File: config.mk
export PLATFORM = sky130hd
export DESIGN_NAME = mem_store_unit
export DESIGN_NICKNAME = d
export VERILOG_FILES = /design/src/rtl/mem_store_unit_pkg.sv /design/src/rtl/mem_store_unit_merge.sv /design/src/rtl/mem_store_unit.sv
export SDC_FILE = /design/constraint.sdc
export NUM_CORES = 1
export LEC_CHECK = 0
export BUFFER_PORTS_ARGS = -buffer_cell sky130_fd_sc_hd__buf_4
export CORE_ASPECT_RATIO = 1.25
export CORE_MARGIN = 8
export CORE_UTILIZATION = 50
export CTS_CLUSTER_DIAMETER = 30
export CTS_CLUSTER_SIZE = 28
export DETAILED_ROUTE_END_ITERATION = 12
export GPL_TIMING_DRIVEN = 0
export PLACE_DENSITY = 0.78
export SETUP_SLACK_MARGIN = 0.4
export SLEW_MARGIN = 5
export SYNTH_ARGS = -nofsm -noshare
export SYNTH_HDL_FRONTEND = slang
export SYNTH_SLANG_ARGS = --single-unit
export TNS_END_PERCENT = 5
File: constraint.sdc
create_clock -name i_clock -period 3.7 [get_ports i_clock]
set_input_delay 0.74 -clock i_clock [delete_from_list [all_inputs] [get_ports i_clock]]
set_output_delay 0.74 -clock i_clock [all_outputs]
set_load 0.1 [all_outputs]
File: src/rtl/mem_store_unit_pkg.sv
// Shared store-path definitions: store-size codes, FSM states and the alignment rule.
package mem_store_unit_pkg;

  localparam logic [1:0] STORE_RSVD = 2'b00;
  localparam logic [1:0] STORE_BYTE = 2'b01;
  localparam logic [1:0] STORE_HALF = 2'b10;
  localparam logic [1:0] STORE_WORD = 2'b11;

  typedef enum logic [1:0] {
    ST_IDLE  = 2'b00,
    ST_READ  = 2'b01,
    ST_MERGE = 2'b10,
    ST_WRITE = 2'b11
  } store_state_t;

  // High when a request can never be performed: reserved size or misaligned half/word.
  function automatic logic store_reject(input logic [1:0] size, input logic [1:0] offset);
    logic rej;
    rej = 1'b0;
    case (size)
      STORE_RSVD: rej = 1'b1;
      STORE_HALF: rej = offset[0];
      STORE_WORD: rej = (offset != 2'b00);
      default:    rej = 1'b0;
    endcase
    return rej;
  endfunction

endpackage

File: src/rtl/mem_store_unit_merge.sv
// store_merge: replaces the addressed byte/half lanes of an old memory word with new store data.
module store_merge
  import mem_store_unit_pkg::*;
#(
  parameter int NB_BITS = 32
) (
  input  logic [NB_BITS-1:0] old_word,
  input  logic [NB_BITS-1:0] data,
  input  logic [1:0]         size,
  input  logic [1:0]         offset,
  output logic [NB_BITS-1:0] merged
);

  always_comb begin
    merged = old_word;
    case (size)
      STORE_BYTE: begin
        case (offset)
          2'd0:    merged[7:0]   = data[7:0];
          2'd1:    merged[15:8]  = data[7:0];
          2'd2:    merged[23:16] = data[7:0];
          default: merged[31:24] = data[7:0];
        endcase
      end
      STORE_HALF: begin
        if (offset[1]) merged[31:16] = data[15:0];
        else           merged[15:0]  = data[15:0];
      end
      STORE_WORD: merged = data;
      default:    merged = old_word;
    endcase
  end

endmodule

File: src/rtl/mem_store_unit.sv
// Store unit for a word-wide data memory without byte enables: SW writes directly,
// SB/SH go through read-merge-write. o_ready stalls the pipeline while busy.
module mem_store_unit
  import mem_store_unit_pkg::*;
#(
  parameter int NB_BITS = 32,
  parameter int NB_ADDR = 10
) (
  input  logic                 i_clock,
  input  logic                 i_reset,
  input  logic                 i_valid,
  input  logic [NB_ADDR+1:0]   i_addr,
  input  logic [NB_BITS-1:0]   i_data,
  input  logic [1:0]           i_size,
  output logic                 o_ready,
  output logic                 o_done,
  output logic                 o_error,
  output logic [NB_ADDR-1:0]   o_mem_addr,
  output logic [NB_BITS-1:0]   o_mem_wdata,
  output logic                 o_mem_we,
  output logic                 o_mem_re,
  input  logic [NB_BITS-1:0]   i_mem_rdata
);

  store_state_t       state;
  logic [1:0]         offset_p0;
  logic [1:0]         size_p0;
  logic [NB_BITS-1:0] data_p0;
  logic [NB_BITS-1:0] merged;
  logic               accept;

  assign o_ready = (state == ST_IDLE);
  assign accept  = i_valid && o_ready;

  // Request capture: only consumed by the merge, so it needs no reset.
  always_ff @(posedge i_clock) begin
    if (accept) begin
      offset_p0 <= i_addr[1:0];
      size_p0   <= i_size;
      data_p0   <= i_data;
    end
  end

  store_merge #(.NB_BITS(NB_BITS)) u_merge (
    .old_word (i_mem_rdata),
    .data     (data_p0),
    .size     (size_p0),
    .offset   (offset_p0),
    .merged   (merged)
  );

  always_ff @(posedge i_clock or negedge i_reset) begin
    if (!i_reset) begin
      state       <= ST_IDLE;
      o_done      <= 1'b0;
      o_error     <= 1'b0;
      o_mem_we    <= 1'b0;
      o_mem_re    <= 1'b0;
      o_mem_addr  <= '0;
      o_mem_wdata <= '0;
    end else begin
      o_done   <= 1'b0;
      o_error  <= 1'b0;
      o_mem_we <= 1'b0;
      o_mem_re <= 1'b0;
      case (state)
        ST_IDLE: begin
          if (accept) begin
            if (store_reject(i_size, i_addr[1:0])) begin
              o_error <= 1'b1;
            end else if (i_size == STORE_WORD) begin
              o_mem_addr  <= i_addr[NB_ADDR+1:2];
              o_mem_wdata <= i_data;
              o_mem_we    <= 1'b1;
              o_done      <= 1'b1;
              state       <= ST_WRITE;
            end else begin
              o_mem_addr <= i_addr[NB_ADDR+1:2];
              o_mem_re   <= 1'b1;
              state      <= ST_READ;
            end
          end
        end
        ST_READ:  state <= ST_MERGE;
        // Read data arrives this cycle; the merged word is written next cycle.
        ST_MERGE: begin
          o_mem_wdata <= merged;
          o_mem_we    <= 1'b1;
          o_done      <= 1'b1;
          state       <= ST_WRITE;
        end
        default:  state <= ST_IDLE;
      endcase
    end
  end

endmodule

==> results.py, run 1 <==
metrics = {
    "final_layout": {
        "n_antenna_cell": 0,
        "design_area_mm2": 0.00520,
        "areaGrowthSynthToFinish_pct": 31.6,
        "final_nets": 555,
        "most-common-layout-cells": "buf_4, dfrtp_1, nand2_1, edfxtp_1, o21ai_0",
        "drive_above_1_share_pct": 38.1,
        "layout_commonest_cell": "buf_4",
    },
    "grt": {
        "grt.total_usage_pct": 21.8,
        "grt_max_degree": 48,
        "use_met1_pct": 25.5,
        "use_met2_pct": 37.0,
        "grt.overflow.total": 0,
        "grt_pass1_wl_um": 18300,
        "grt_pass1_vias": 3527,
        "top_usage_layer": "met2",
        "grtUsageMet3_pct": 6.40,
        "antenna_found_initial": 0,
    },
    "floorplanning": {
        "die_h_um": 115,
        "die_w_um": 95.5,
        "core_mm2": 0.00775,
        "rows": 36,
        "dieArea_mm2": 0.0110,
        "initial_core_util_pct": 51.0,
        "ios": 128,
    },
    "setup_path": {
        "rr_worst_depth": 7,
        "r2r_slack_ns": 1.24,
        "crit_path_max_fanout": 38,
        "required_ns": 3.93,
        "end_kind": "flop",
        "cp_data_arrival_time_ns": 2.70,
        "critical-path-slowest-cell": "inv_2",
        "slowest_delay_ns": 0.64,
        "crit_type": "reg2reg",
        "path_cells": "inv_1 -> ha_1 -> nand2_2 -> inv_2 -> and2_4 -> buf_6 -> mux2_4",
        "start_kind": "flop",
        "reg2reg_from": "state[0]",
        "reg2reg_to": "o_mem_addr[9]",
    },
    "drt": {
        "wire_per_inst_um": 20.7,
        "firstDrtPassIters": 5,
        "antenna_left": 0,
        "vias": 3365,
        "route.detailed.drc": 0,
        "drt_iter0_markers": 218,
        "avgViaCountPerCell": 5.90,
        "routed_wl_um": 11800,
    },
    "logic_synthesis": {
        "syn_area_mm2": 0.00395,
        "synthFlopType": "dfrtp_1",
        "synth-async-reset-ratio_pct": 56.6,
        "postSynthAreaPerCell_um2": 11.9,
        "seq_area_frac_synth_pct": 57.2,
        "ys_types": 47,
        "synth_nets": 417,
        "synthSimpleGateAreaFrac_pct": 10.2,
        "synth-seq-cells": 83,
        "muxShareOfSynthArea_pct": 6.40,
        "synth_edf_count": 36,
        "ys_warn_count": 0,
        "synth-adder-area-share_pct": 0.951,
        "postSynthCellCount": 333,
        "synth_top_family_by_area": "compound AO/OA/AOI/OAI gates",
        "synthXorXnorAreaFrac_pct": 0,
        "synth_compound_area_share_pct": 21.0,
    },
    "placement": {
        "place_ws_ns": 1.22,
        "dp_hpwl_um": 8890,
        "placed_area_mm2": 0.00502,
        "port_buffers": 127,
        "gp_congestion": 0.908,
    },
    "clocking": {
        "clock-root-buffer": "clkbuf_8",
        "path_clk_slew_ns": 0.08,
        "cts_tree": "yes",
        "numCtsBuffers": 9,
        "clockBufferDepth": 2,
        "post_cts_buffers": 0,
        "htreeDepth": 3,
        "postCtsHoldBufs": 0,
        "clock_latency_ns": 0.35,
        "cts.repair.resized": 0,
        "cts_sinks": 83,
    },
    "timing": {
        "relSlewSlack_pct": 43.3,
        "finClkSkew_ns": 0.00797,
        "tns_ns": 0,
        "setup_viol": 0,
        "grt_setup_unrepaired": "no",
        "fin_crit_sh_pct": 66.6,
        "maxSlewViolCount": 0,
        "post-route-min-period_ns": 2.46,
        "worst_slew_pin_slew_ns": 0.850,
        "fmax_mhz": 406,
        "hold_violations": 0,
        "fin_ws_ns": 1.24,
    },
    "flow_run": {
        "maxCapViolations": 0,
    },
    "status": {
        "status": "completed",
    },
    "min_path": {
        "hold_class": "in2async",
    },
}
flip-flops by register name, indices dropped and copies added (netlist names):
register,cells
data_p0,32
state,2
o_mem_re,1
o_mem_addr,10
size_p0,2
offset_p0,2
o_mem_wdata,32
o_mem_we,1
o_error,1
logic make-up after synthesis:
family / Yosys count
flops: 83
fa+ha+maj: 3
buf+inv: 29
simple gates: 85
mux: 20
compound gates: 113
metrics by stage:
| stage | hold slack, ns | instances | util [%] |
|---|---|---|---|
| 2_1_floorplan | 0.444 | 333 | - |
| 3_3_place_gp | 0.469 | 555 | 64.8 |
| 3_5_place_dp | 0.480 | 555 | 64.8 |
| 4_1_cts | 0.437 | 570 | 67.1 |
| 5_1_grt | 0.454 | 570 | 67.1 |
| 6_report | 0.416 | 570 | 67.1 |
final cells by class:
type | count | area [µm²]
Tap cell | 95 | 119
Multi-Input combinational cell | 221 | 1520
Sequential cell | 83 | 2260
Fill cell | 611 | 2550
Clock buffer | 12 | 135
Timing Repair Buffer | 127 | 953
Clock inverter | 3 | 40.0
Inverter | 5 | 18.8
Buffer | 24 | 151
synthesized netlist by cell type (2+ instances only):
library cell / instances / area share [%]
dfrtp_1: 47 / 30
edfxtp_1: 36 / 27
nand2_1: 36 / 3.4
o21ai_0: 24 / 3.0
nand3_1: 18 / 2.3
o21ai_1: 18 / 2.3
a221oi_1: 16 / 3.5
nor2_1: 16 / 1.5
o211ai_1: 12 / 2.3
buf_2: 10 / 1.3
mux2_4: 10 / 3.8
a21o_1: 8 / 1.5
a22o_1: 8 / 1.8
mux2i_1: 8 / 2.0
a32oi_1: 7 / 1.6
clkbuf_1: 6 / 0.57
buf_6: 5 / 1.4
a21oi_1: 4 / 0.51
a2bb2oi_1: 4 / 0.89
inv_1: 4 / 0.38
buf_4: 3 / 0.57
ha_1: 3 / 0.95
nor2b_1: 3 / 0.48
mux2_2: 2 / 0.57
nand2_2: 2 / 0.32
nand2b_1: 2 / 0.32
worst max-delay path by stage:
stage                     startpoint       endpoint  slack [ns]
after floorplan             state[0]  o_mem_addr[1]        0.49
after global placement       i_valid  o_mem_addr[3]        0.72
after detailed placement     i_valid  o_mem_addr[5]        1.22
after CTS                   state[0]  o_mem_addr[9]        1.24
after global routing        state[0]  o_mem_addr[1]        1.07
final                       state[0]  o_mem_addr[9]        1.24
worst max-delay path: cells and delay by family (launching register included):
family        cells  cell delay, ns
buf+inv           3            0.90
simple gates      2            0.44
flops             1            0.42
mux               1            0.31
fa+ha+maj         1            0.27
routing by layer:
layer	share of wire, %	wire length, µm	vias to the layer above
li1	-	-	1539
met1	37	4350	1641
met2	52	6160	166
met3	9.0	1070	19
met4	2.1	254	0
met5	0	0	-
Power of run 1 is not shown: default switching activity piles up to over one toggle a cycle in this logic, so the estimate is an artifact.
==> inputs of run 2 (changes only) <==
--- a/config.mk
+++ b/config.mk
@@ -8,12 +8,12 @@
 export BUFFER_PORTS_ARGS = -buffer_cell sky130_fd_sc_hd__buf_4
 export CORE_ASPECT_RATIO = 1.25
 export CORE_MARGIN = 8
-export CORE_UTILIZATION = 50
+export CORE_UTILIZATION = 46
 export CTS_CLUSTER_DIAMETER = 30
 export CTS_CLUSTER_SIZE = 28
 export DETAILED_ROUTE_END_ITERATION = 12
 export GPL_TIMING_DRIVEN = 0
-export PLACE_DENSITY = 0.78
+export PLACE_DENSITY = 0.75
 export SETUP_SLACK_MARGIN = 0.4
 export SLEW_MARGIN = 5
 export SYNTH_ARGS = -nofsm -noshare
==> constraint.sdc (replaced) <==
create_clock -name i_clock -period 2.2 [get_ports i_clock]
set_input_delay 0.44 -clock i_clock [delete_from_list [all_inputs] [get_ports i_clock]]
set_output_delay 0.44 -clock i_clock [all_outputs]
set_load 0.1 [all_outputs]
==> results.py, run 2 (synthesis gave the netlist of run 1 again) <==
metrics = {
    "floorplanning": {
        "dieArea_mm2": 0.0118,
        "initial_core_util_pct": 46.4,
        "die_w_um": 98.9,
        "die_h_um": 120,
        "ios": 128,
        "rows": 38,
        "core_mm2": 0.00851,
    },
    "placement": {
        "place_ws_ns": -0.287,
        "port_buffers": 127,
        "gp_congestion": 0.853,
        "dp_hpwl_um": 8850,
        "placed_area_mm2": 0.00505,
    },
    "final_layout": {
        "final_nets": 560,
        "n_antenna_cell": 0,
        "reg.largest.list": "data_p0 x32, o_mem_wdata x32, o_mem_addr x10",
        "most-common-layout-cells": "buf_4, dfrtp_1, nand2_1, edfxtp_1, o21ai_0",
        "design_area_mm2": 0.00533,
        "fin_util_pct": 62.6,
        "layout_commonest_cell": "buf_4",
        "drive_above_1_share_pct": 40.7,
        "areaGrowthSynthToFinish_pct": 34.9,
    },
    "timing": {
        "relSlewSlack_pct": 56.5,
        "fmax_mhz": 545,
        "fin_ws_ns": 0.366,
        "tns_ns": 0,
        "maxSlewViolCount": 0,
        "hold_violations": 0,
        "worst_slew_pin_slew_ns": 0.653,
        "post-route-min-period_ns": 1.83,
        "setup_viol": 0,
        "grt_setup_unrepaired": "yes",
        "fin_crit_sh_pct": 83.3,
        "finClkSkew_ns": 0.00514,
    },
    "setup_path": {
        "reg2reg_to": "o_mem_wdata[18]",
        "reg2reg_from": "state[1]",
        "required_ns": 2.44,
        "end_kind": "flop",
        "crit_type": "reg2reg",
        "cp_data_arrival_time_ns": 2.08,
        "r2r_slack_ns": 0.37,
        "endpoint": "o_mem_wdata[18]",
        "start_kind": "flop",
        "cp-startpoint": "state[1]",
        "crit_path_max_fanout": 10,
        "rr_worst_depth": 8,
    },
    "clocking": {
        "clockBufferDepth": 2,
        "htreeDepth": 3,
        "clock_latency_ns": 0.36,
        "clock-root-buffer": "clkbuf_8",
        "path_clk_slew_ns": 0.08,
        "numCtsBuffers": 9,
        "cts_sinks": 83,
        "cts_tree": "yes",
    },
    "drt": {
        "antenna_left": 0,
        "wire_per_inst_um": 20.5,
        "drt_iter0_markers": 257,
        "routed_wl_um": 11900,
        "vias": 3350,
        "firstDrtPassIters": 4,
        "route.detailed.drc": 0,
        "avgViaCountPerCell": 5.77,
    },
    "grt": {
        "grt_pass1_vias": 3447,
        "grt_pass1_wl_um": 18100,
        "grt_max_degree": 48,
        "antenna_found_initial": 0,
        "grt.overflow.total": 0,
        "grt.total_usage_pct": 19.6,
    },
    "flow_run": {
        "maxCapViolations": 0,
    },
    "min_path": {
        "hold_class": "in2async",
    },
    "status": {
        "status": "completed",
    },
}
-- run 2: cell count changes in the layout (fill, tap and decap cells not counted), sizes merged --
cell      previous run  this run
bufinv               1         2
buf                145       149
clkinvlp             0         3
clkbuf              18        16
-- run 2: per-stage QoR --
step,std cells,hold slack (ns)
after floorplan,333,0.144
after global placement,560,0.467
after detailed placement,560,0.477
after CTS,578,0.108
after global routing,581,0.132
final,581,0.0965
-- run 2: worst min path at each step --
stage               startpoint              end  slack, ns
2_1_floorplan          i_reset          o_error       0.14
3_3_place_gp   o_mem_wdata[17]  o_mem_wdata[17]       0.47
3_5_place_dp   o_mem_wdata[21]  o_mem_wdata[21]       0.48
4_1_cts                i_reset   o_mem_wdata[3]       0.11
5_1_grt                i_reset   o_mem_wdata[3]       0.13
6_report               i_reset   o_mem_wdata[3]        0.1
-- run 2: routing by layer --
layer | vias to the layer above | share of wire, % | track usage (%)
li1 | 1544 | - | -
met1 | 1655 | 39 | 22.7
met2 | 135 | 50 | 32.9
met3 | 16 | 8.7 | 6.95
met4 | 0 | 1.7 | 7.03
met5 | - | 0 | 0
-- run 2: repair_timing --
action / 4_1_cts / 5_1_grt
gates resized for setup: 0 / 17
gates cloned: 1 / 0
setup endpoints to repair: 78 / 53
buffers inserted: 1 / 3
hold buffers: 0 / 0
pin swaps: 0 / 1
-- run 2: layout make-up --
cell class | instances | area (µm²)
fill | 693 | 3190
tap | 100 | 125
multi-input combinational | 221 | 1550
clock buffer | 10 | 128
clock inverter | 6 | 88.8
sequential | 83 | 2260
inverter | 5 | 22.5
timing repair inverter | 1 | 7.51
timing repair buffer | 131 | 983
buffer | 24 | 166
-- run 2: worst max-delay path, stage by stage, from the launching register on --
cell     delay (ns)
dfrtp_1        0.43
inv_2          0.09
ha_4           0.17
nand2_4        0.10
o41a_1         0.42
buf_2          0.21
buf_6          0.17
nand2_1        0.07
o21ai_1        0.05
Power of run 2 is left out for the same reason.
==> inputs of run 3 (changes only) <==
--- a/config.mk
+++ b/config.mk
@@ -5,15 +5,16 @@
 export SDC_FILE = /design/constraint.sdc
 export NUM_CORES = 1
 export LEC_CHECK = 0
+export ABC_AREA = 1
 export BUFFER_PORTS_ARGS = -buffer_cell sky130_fd_sc_hd__buf_4
 export CORE_ASPECT_RATIO = 1.25
 export CORE_MARGIN = 8
-export CORE_UTILIZATION = 46
+export CORE_UTILIZATION = 50
 export CTS_CLUSTER_DIAMETER = 30
 export CTS_CLUSTER_SIZE = 28
 export DETAILED_ROUTE_END_ITERATION = 12
 export GPL_TIMING_DRIVEN = 0
-export PLACE_DENSITY = 0.75
+export PLACE_DENSITY = 0.77
 export SETUP_SLACK_MARGIN = 0.4
 export SLEW_MARGIN = 5
 export SYNTH_ARGS = -nofsm -noshare
==> constraint.sdc (replaced) <==
create_clock -name i_clock -period 1.84 [get_ports i_clock]
set_input_delay 0.368 -clock i_clock [delete_from_list [all_inputs] [get_ports i_clock]]
set_output_delay 0.368 -clock i_clock [all_outputs]
set_load 0.1 [all_outputs]
==> results.py, run 3 <==
metrics = {
    "clocking": {
        "clock_latency_ns": 0.36,
        "path_clk_slew_ns": 0.08,
        "cts_sinks": 83,
        "postCtsHoldBufs": 0,
        "clock-root-buffer": "clkbuf_8",
        "clockBufferDepth": 2,
        "numCtsBuffers": 9,
        "cts_tree": "yes",
        "htreeDepth": 3,
    },
    "power_and_ir_drop": {
        "power_density_mw_per_mm2": 2080,
        "leakage_nw": 3.02,
        "peakVddDrop_v": 0.00150,
    },
    "grt": {
        "grt_pass1_vias": 4323,
        "grt_pass1_wl_um": 20700,
        "grt.overflow.total": 0,
        "antenna_found_initial": 0,
        "grt_max_degree": 48,
        "grt.total_usage_pct": 22.1,
    },
    "logic_synthesis": {
        "ys_types": 26,
        "yosys-top-cells-area": "dfrtp_1, edfxtp_1, nand2_1, nor2_1, nand3_1",
        "synth_nets": 645,
        "postSynthCellCount": 561,
        "synthTopCellsByCount": "nand2_1, nor2_1, dfrtp_1",
        "muxShareOfSynthArea_pct": 0,
        "synthFlopType": "dfrtp_1",
        "postSynthAreaPerCell_um2": 7.68,
        "yosysMostFrequentCell": "nand2_1",
        "ys_warn_count": 0,
        "synth_compound_area_share_pct": 4.07,
        "synth-async-reset-ratio_pct": 56.6,
        "syn_area_mm2": 0.00431,
        "post-synth-top-area-fraction_pct": 27.3,
        "synth_area_leader_cell": "dfrtp_1",
        "synth-seq-cells": 83,
        "seq_area_frac_synth_pct": 52.4,
        "synthSimpleGateAreaFrac_pct": 36.5,
        "synthXorXnorAreaFrac_pct": 0,
        "synth_edf_count": 36,
        "synth-adder-area-share_pct": 0.872,
        "synth_top_family_by_area": "simple AND/OR/NAND/NOR gates",
    },
    "drt": {
        "firstDrtPassIters": 7,
        "avgViaCountPerCell": 5.15,
        "routed_wl_um": 13200,
        "wire_per_inst_um": 16.1,
        "drt_iter0_markers": 293,
        "antenna_left": 0,
        "route.detailed.drc": 0,
        "vias": 4215,
    },
    "setup_path": {
        "end_kind": "output port",
        "required_ns": 1.47,
        "reg2reg_from": "state[1]",
        "start_kind": "flop",
        "r2r_slack_ns": 0.20,
        "reg2reg_to": "o_mem_wdata[31]",
        "crit_path_max_fanout": 4,
        "crit_type": "reg2out",
        "cp_data_arrival_time_ns": 1.28,
        "rr_worst_depth": 10,
    },
    "timing": {
        "finClkSkew_ns": 0.0124,
        "fmax_mhz": 608,
        "whs_ns": 0.0316,
        "worst_slew_pin_slew_ns": 0.632,
        "relSlewSlack_pct": 57.9,
        "hold_violations": 0,
        "maxSlewViolCount": 0,
        "grt_setup_unrepaired": "yes",
        "post-route-min-period_ns": 1.64,
        "setup_viol": 0,
        "fin_crit_sh_pct": 89.3,
        "tns_ns": 0,
    },
    "final_layout": {
        "n_antenna_cell": 0,
        "drive_above_1_share_pct": 30.6,
        "most-common-layout-cells": "nand2_1, buf_4, nor2_1, dfrtp_1, edfxtp_1",
        "areaGrowthSynthToFinish_pct": 36.0,
        "layout_commonest_cell": "nand2_1",
        "reg.largest.list": "data_p0 x32, o_mem_wdata x32, o_mem_addr x10",
        "final_nets": 797,
    },
    "floorplanning": {
        "core_mm2": 0.00851,
        "die_h_um": 120,
        "die_w_um": 99.0,
        "initial_core_util_pct": 50.6,
        "rows": 38,
        "dieArea_mm2": 0.0119,
        "ios": 128,
    },
    "placement": {
        "gp_congestion": 0.879,
        "dp_hpwl_um": 9430,
        "port_buffers": 127,
    },
    "min_path": {
        "hold_class": "in2async",
    },
    "flow_run": {
        "maxCapViolations": 0,
    },
    "status": {
        "status": "completed",
    },
}
==> run 3: cell count changes after synthesis, sizes merged, moves of 16 or more <==
cell | previous run | this run
o21ai | 43 | 6
inv | 5 | 36
a221oi | 16 | 0
nor2 | 16 | 103
a21oi | 4 | 20
nand2 | 38 | 257
==> run 3: per-stage QoR <==
stage                     setup slack [ns]  power [mW]  cells  util (%)  cell area, µm²
after detailed placement           -0.0843        10.4    788      63.7            5420
after CTS                            0.247        11.8    811      66.8            5690
after global placement             -0.0660        10.3    788      63.7            5420
after global routing                 0.123        12.8    818      68.8            5860
after floorplan                      0.219        8.66    561         -            4350
final                                0.196        12.2    818      68.8            5860
==> run 3: area by class of cell <==
class / count / area [µm²]
Buffer: 21 / 185
Clock buffer: 13 / 149
Clock inverter: 3 / 15.0
Fill cell: 700 / 2660
Inverter: 36 / 145
Multi-Input combinational cell: 422 / 1890
Sequential cell: 83 / 2260
Tap cell: 100 / 125
Timing Repair Buffer: 140 / 1090
==> run 3: logic make-up (layout without fill, tap and decap cells) <==
family / Yosys count / after routing
AO/OA/AOI/OAI: 30 / 30
adder cells (fa/ha/maj): 3 / 3
buffers and inverters: 57 / 213
flip-flops: 83 / 83
AND/OR/NAND/NOR: 388 / 389
==> run 3: worst max path at each step <==
stage	start	end	slack [ns]	cells after the start
after CTS	state[1]	o_ready	0.25	3
after global routing	state[1]	o_mem_wdata[30]	0.12	10
final	state[1]	o_ready	0.20	3
after global placement	state[0]	o_mem_wdata[28]	-0.07	9
after detailed placement	state[0]	o_mem_wdata[28]	-0.08	9
after floorplan	state[1]	o_mem_wdata[10]	0.22	8
==> run 3: timing repair <==
action,4_1_cts,5_1_grt
setup buffers,6,5
resized for setup,18,31
gates cloned,1,2
setup endpoints to repair,34,71
pin swaps,2,5
==> run 3: per-layer routing <==
layer	global-route usage [%]	up-vias	part of all wire [%]
met5	0	-	0
met4	10.9	0	3.2
met3	5.91	27	9.2
met2	38.2	200	51
met1	24.6	1945	37
li1	-	2043	-
==> run 3: power by group <==
| group | total [mW] | switching, mW | internal, mW |
|---|---|---|---|
| Sequential | 3.02 | 0.371 | 2.65 |
| Combinational | 7.97 | 5.93 | 2.04 |
| Clock | 1.16 | 0.638 | 0.523 |
==> run 3: worst max-delay path: stages, from the launching register on <==
cell and delay [ns]:
dfrtp_1 0.44, inv_2 0.11, ha_4 0.19, buf_12 0.18
Note: power is estimated with default switching activity, not from simulation.
